File: src/rtl/flopr_pipe.sv
// Elastic DEPTH-stage pipeline register with valid/ready handshake, bubble
// collapsing, synchronous flush and occupancy count. Optional input skid: FLOPR_PIPE_SKID_EN.
module flopr_pipe #(
  parameter int unsigned       WIDTH     = 8,
  parameter int unsigned       DEPTH     = 2,
  parameter logic [WIDTH-1:0]  RESET_VAL = '0
) (
  input  logic                        clk,
  input  logic                        reset,
  input  logic                        flush,
  input  logic                        in_valid,
  output logic                        in_ready,
  input  logic [WIDTH-1:0]            in_data,
  output logic                        out_valid,
  input  logic                        out_ready,
  output logic [WIDTH-1:0]            out_data,
  output logic [$clog2(DEPTH+2)-1:0]  count
);

  localparam int unsigned CW = $clog2(DEPTH+2);

  logic             r_valid [DEPTH];
  logic [WIDTH-1:0] r_data  [DEPTH];
  logic [CW-1:0]    r_count;

  logic [DEPTH-1:0] w_adv;
  logic             w_src_valid [DEPTH];
  logic [WIDTH-1:0] w_src_data  [DEPTH];
  logic             w_full;
  logic             w_in_xfer;
  logic             w_out_xfer;

  // Ready chain flattened: stage i advances if out_ready or any stage at/after i is empty.
  always_comb begin
    w_full = 1'b1;
    w_adv  = '0;
    for (int unsigned k = 0; k < DEPTH; k++) begin
      w_full               = w_full & r_valid[DEPTH-1-k];
      w_adv[DEPTH-1-k]     = out_ready | ~w_full;
    end
  end

  assign out_valid  = r_valid[DEPTH-1] & ~flush;
  assign out_data   = r_data[DEPTH-1];
  assign w_out_xfer = out_valid & out_ready;
  assign w_in_xfer  = in_valid & in_ready;
  assign count      = r_count;

`ifdef FLOPR_PIPE_SKID_EN
  logic             r_skid_valid;
  logic [WIDTH-1:0] r_skid_data;

  assign in_ready = ~r_skid_valid & ~flush;

  always_ff @(posedge clk) begin
    if (!reset) begin
      r_skid_valid <= 1'b0;
      r_skid_data  <= RESET_VAL;
    end else if (flush) begin
      r_skid_valid <= 1'b0;
    end else if (r_skid_valid) begin
      if (w_adv[0]) r_skid_valid <= 1'b0;
    end else if (w_in_xfer && !w_adv[0]) begin
      r_skid_valid <= 1'b1;
      r_skid_data  <= in_data;
    end
  end
`else
  assign in_ready = w_adv[0] & ~flush;
`endif

  always_comb begin
`ifdef FLOPR_PIPE_SKID_EN
    w_src_valid[0] = r_skid_valid | in_valid;
    w_src_data[0]  = r_skid_valid ? r_skid_data : in_data;
`else
    w_src_valid[0] = in_valid;
    w_src_data[0]  = in_data;
`endif
    for (int unsigned i = 1; i < DEPTH; i++) begin
      w_src_valid[i] = r_valid[i-1];
      w_src_data[i]  = r_data[i-1];
    end
  end

  always_ff @(posedge clk) begin
    if (!reset) begin
      for (int unsigned i = 0; i < DEPTH; i++) begin
        r_valid[i] <= 1'b0;
        r_data[i]  <= RESET_VAL;
      end
      r_count <= '0;
    end else if (flush) begin
      for (int unsigned i = 0; i < DEPTH; i++) r_valid[i] <= 1'b0;
      r_count <= '0;
    end else begin
      for (int unsigned i = 0; i < DEPTH; i++) begin
        if (w_adv[i]) begin
          r_valid[i] <= w_src_valid[i];
          if (w_src_valid[i]) r_data[i] <= w_src_data[i];
        end
      end
      case ({w_in_xfer, w_out_xfer})
        2'b10:   r_count <= r_count + 1'b1;
        2'b01:   r_count <= r_count - 1'b1;
        default: r_count <= r_count;
      endcase
    end
  end

endmodule

File: config.mk
export PLATFORM = sky130hd
export DESIGN_NAME = flopr_pipe
export DESIGN_NICKNAME = d
export VERILOG_FILES = /design/src/rtl/flopr_pipe.sv
export SDC_FILE = /design/constraint.sdc
export NUM_CORES = 1
export LEC_CHECK = 0
export BUFFER_PORTS_ARGS = -buffer_cell sky130_fd_sc_hd__buf_2
export CAP_MARGIN = 20
export CORE_ASPECT_RATIO = 1.2
export CORE_UTILIZATION = 50
export DETAILED_ROUTE_END_ITERATION = 6
export PLACE_DENSITY = 0.84
export SETUP_SLACK_MARGIN = 0.15
export SLEW_MARGIN = 20
export SYNTH_ARGS = -nofsm -noshare
export SYNTH_HDL_FRONTEND = slang
export SYNTH_SLANG_ARGS = --single-unit
export TNS_END_PERCENT = 100
File: constraint.sdc
create_clock -name clk -period 2.25 [get_ports clk]
set_clock_uncertainty 0.1 [all_clocks]
set_input_delay 0.45 -clock clk [delete_from_list [all_inputs] [get_ports clk]]
set_output_delay 0.45 -clock clk [all_outputs]
set_load 0.02 [all_outputs]
; ---- Word level (Yosys, flattened, before mapping)
; Memories as Yosys holds them, arrays and structs flattened.
; Index checks and enable logic that the tools add are counted.
[totals]
reg_bits = 2
ram_bits = 18
inputBits = 13
output_inout_bits = 12
wordCells = 55
memories = 2
[op_classes]
add_sub_neg = 2
n_eq_ne = 2
muxes = 29
n_bitwise = 17
reduce_logical = 2
[memory_table]
columns = memory, depth, word_bits, rd, rd_ports_with_merged_regs, wr, line
row1 = r_data, 2, 8, 2, 0, 2, 23  ; logic [WIDTH-1:0] r_data [DEPTH];
row2 = r_valid, 2, 1, 2, 0, 2, 22  ; logic r_valid [DEPTH];
[op_table]
columns = cell, n
row1 = 1-bit two-way mux, 26
row2 = 8-bit two-way mux, 2
row3 = 1-bit OR, 8
row4 = 1-bit bitwise AND, 5
row5 = 1-bit inverter, 4
row6 = 2-bit one-hot mux with 2 select lines, 1
row7 = "2-bit by 1-bit adder with 2-bit output, second input constant", 1
row8 = "2-bit by 1-bit == test with 1-bit output, second input constant", 1
row9 = "2-bit == test, second input constant", 1
row10 = 2-bit nonzero test, 1
row11 = 2-bit OR reduction, 1
row12 = "2-bit by 1-bit subtractor with 2-bit output, second input constant", 1

; ---- Longest topological paths before layout
[logic_depth]
ltp_word = 8
depth_mapped = 6
depth_no_buf = 6

; ---- Least setup slack after synthesis
; No wires, ideal clock.
[synth_path]
kind = in2reg
from = input flush
to = register r_count[1], in the netlist count[1]
setup_time_ps = 70
arrival_time_ps = 1770
path_slack_ps = 310
cell_stages = 5
cell_sequence = nor2b_1 > and2_2 > ha_1 > or3_1 > a21oi_1
[synth_via]
elab_chain_len = 5
elab_cells_between_ends = 10
cone_classes = eq/ne (2) / mux (1) / bitwise (5) / reduce/logical (2)
[synth_rtl]
columns = item, line
row1 = "start, declared", 10  ; input logic flush,
row2 = 1-bit inverter, "43, 69"
row3 = 1-bit bitwise AND (on tied branches), "43, 69"
row4 = 1-bit bitwise AND (on tied branches), "45, 46"
row5 = 2-bit by 1-bit == test with 1-bit output or 2-bit == test (tied branches), 103  ; case ({w_in_xfer, w_out_xfer})
row6 = 2-bit one-hot mux with 2 select lines or 2-bit nonzero test (tied branches), --
row7 = "end signal, assigned", 104  ; 2'b10: r_count <= r_count + 1'b1;
row8 = "end signal, assigned", 105  ; 2'b01: r_count <= r_count - 1'b1;
row9 = "end signal, assigned", 106  ; default: r_count <= r_count;
row10 = "end, declared", 24  ; logic [CW-1:0] r_count;
; Parallel ways exist; a longest one is shown, timed or not.
; A chain may end at the register's enable or synchronous reset.

==> flow_summary.json <==
{
  "start_util": 0.551,
  "grt_pass1_wl_mm": 2.11,
  "fin_tns_setup_ns": 0,
  "endpoint_kind": "output pin",
  "p_switching_mw": 0.139,
  "cts_sinks": 20,
  "swShare": 0.213,
  "fin_crit_sh": 0.806,
  "critPathLaunchType": "register",
  "maxCapViolCount": 0,
  "dpl_cell_area_sq_um": 1010,
  "pwr-share-clk": 0.248,
  "vias": 527,
  "fin_nets": 103,
  "leakage_nw": 0.445,
  "finalSetupViolations": 0,
  "reg2reg_slack_ns": 0.44,
  "rsz0062_at_grt": "false",
  "clockBufferDepth": 2,
  "nFillCells": 126,
  "critical_path.max_stage_delay_ns": 0.46,
  "r2r-end": "count[1]$_SDFFE_PP0P_",
  "synth_cell_type_count": 23,
  "die_h_microns": 49.4,
  "syn_nets": 83,
  "slew_headroom": 0.728,
  "grt_max_degree": 17,
  "async_reset_ff_frac": 0,
  "drive_above_1_share": 0.489,
  "coreArea_sq_um": 1700,
  "peakVddDrop_mv": 0.465,
  "combinationalPowerShare": 0.095,
  "grtUsageTotal": 0.138,
  "cts_setup_buffers": 0,
  "whs_endpoint": "r_data[0][2]$_SDFFCE_PN0P_",
  "cp.required_ns": 1.70,
  "synth_seq_cells": 20,
  "slew_violations": 0,
  "post_drt_wl_per_cell_microns": 11.3,
  "ant_nets": 0,
  "seq_area_frac_synth": 0.619,
  "overflow": 0,
  "clkLatencyLatePin_ns": 0.29,
  "finalCriticalPeriod_ns": 1.81,
  "min_path_type": "in -> reg",
  "port_buffers": 24,
  "drc_errors": 0,
  "cts_max_level": 1,
  "synthCells": 69,
  "holdWs_ns": 0.341,
  "cp_top_family": "flip-flops",
  "cts-root-buf": "clkbuf_4",
  "antenna_cells": 0,
  "gp_congestion": 0.694,
  "fin_util": 0.608,
  "hp-start": "in_data[2]",
  "synth_enable_flop_cells": 18,
  "reg2regPathDepth": 5,
  "cts_buffers": 3,
  "grt_pass1_vias": 485,
  "r2r_start": "r_valid[0][1]$_SDFFCE_PN0P_",
  "tightest_slew_ns": 0.406,
  "antenna_found_initial": 0,
  "pwr-share-seq": 0.657,
  "fin_area_sq_um": 1030,
  "p_int_mw": 0.513,
  "cp.buffers_inverters": 1,
  "dp_hpwl_microns": 916,
  "die_w_microns": 41.5,
  "critPathSlowestCell": "edfxtp_1",
  "syn_area_per_cell_sq_um": 13.6,
  "crit_path_max_fanout": 5,
  "rows": 16,
  "dr.pass1.iters": 4,
  "synth.yosys.warnings": 0,
  "cts_hold_buf": 0,
  "crit_type": "reg -> out",
  "cp_data_arrival_time_ns": 1.26,
  "wl_mm": 1.20,
  "cts_tree": "built",
  "syn_area_sq_um": 937,
  "die_area_sq_um": 2050,
  "path_cells": "and3b_2 -> nor2_1 -> buf_2",
  "via_per_inst": 4.97,
  "power_density_nw_per_um2": 630,
  "p_total_mw": 0.652,
  "holdPathStages": 2,
  "post_cts_resized": 0,
  "hold_viol": 0,
  "syn_to_final_growth_pct": 10.4,
  "io_pins": 25,
  "outcome": "complete, no violations",
  "max_freq_ghz": 0.551,
  "path_clk_slew_ns": 0.10,
  "synth_ff_type": "edfxtp_1",
  "drtIter0Drc": 12
}
==> cells by family (layout without fill, tap and decap cells) <==
logic type               count (synthesis)  count (layout)  synth area share
AO/OA/AOI/OAI                            2               2            0.0107
XOR/XNOR                                 2               2            0.0187
adder cells (fa/ha/maj)                  1               1            0.0133
buffers and inverters                    9              28            0.0761
flip-flops                              20              20             0.619
AND/OR/NAND/NOR                         35              35             0.262
==> routing by layer <==
| metal | vias to the layer above | share of wire | GRT usage |
|---|---|---|---|
| met5 | - | 0 | 0 |
| met4 | 0 | 0.011 | 0.0645 |
| met3 | 2 | 0.053 | 0.0444 |
| met2 | 20 | 0.51 | 0.224 |
| met1 | 236 | 0.42 | 0.165 |
| li1 | 269 | - | - |
==> cell usage after synthesis, types with 2 or more instances <==
master | count | area, sq um
dfxtp_1 | 2 | 40.0
nand2b_1 | 2 | 12.5
nand3b_1 | 2 | 15.0
edfxtp_1 | 18 | 541
nor2b_1 | 2 | 12.5
and2_1 | 4 | 25.0
nor2_1 | 3 | 11.3
nand2_1 | 2 | 7.51
and2_2 | 13 | 97.6
buf_4 | 8 | 60.1
==> layout by cell type, fill, tap and decap left out <==
master	n
a21oi_1	1
xor2_1	1
clkbuf_4	3
and3_1	1
and3b_2	1
nor3b_1	1
nor2b_1	2
nand2_1	2
nor2_1	3
clkinv_1	1
or3_1	1
and2_2	13
o21ai_0	1
and2_1	4
edfxtp_1	18
buf_2	24
and2b_2	1
nand4b_1	1
dfxtp_1	2
nand3b_1	2
xnor2_1	1
ha_1	1
nand2b_1	2
nor3_4	1
==> registers in the layout (all words and copies together), names as in the netlist <==
register	cells
r_data	16
r_valid	2
count	2
==> stage by stage <==
stage               cells  worst slack (ns)
global placement      102             0.434
global route          106             0.321
floorplan              69             0.310
CTS                   106             0.432
finish                106             0.436
detailed placement    102             0.385
==> power groups by stage <==
stage               registers (mW)  logic [mW]  clock network, mW
finish                       0.428      0.0618              0.162
global route                 0.431      0.0684              0.186
CTS                          0.429      0.0626              0.167
detailed placement           0.437      0.0625                  0
global placement             0.436      0.0602                  0
floorplan                    0.437      0.0484                  0
==> worst max path at each step <==
| stage | cells past startpoint | start | slack, ns | endpoint |
|---|---|---|---|---|
| 2_1_floorplan | 5 | flush | 0.31 | count[1]$_SDFFE_PP0P_ |
| 3_5_place_dp | 6 | flush | 0.38 | count[1]$_SDFFE_PP0P_ |
| 6_report | 3 | r_valid[0][0]$_SDFFCE_PN0P_ | 0.44 | in_ready |
| 5_1_grt | 5 | r_valid[0][1]$_SDFFCE_PN0P_ | 0.32 | count[1]$_SDFFE_PP0P_ |
| 4_1_cts | 3 | r_valid[0][0]$_SDFFCE_PN0P_ | 0.43 | in_ready |
| 3_3_place_gp | 4 | flush | 0.43 | r_data[0][9]$_SDFFCE_PN0P_ |
==> cell type report <==
class                   instances  area [sq um]  area share
repair buffers                 24           120       0.116
clock buffers                   3          22.5      0.0218
flip-flops and latches         20           581       0.561
well taps                      18          22.5      0.0218
clock inverters                 1          3.75     0.00363
multi-input cells              40           285       0.276
No activity file was read; power rests on OpenSTA's default activity.
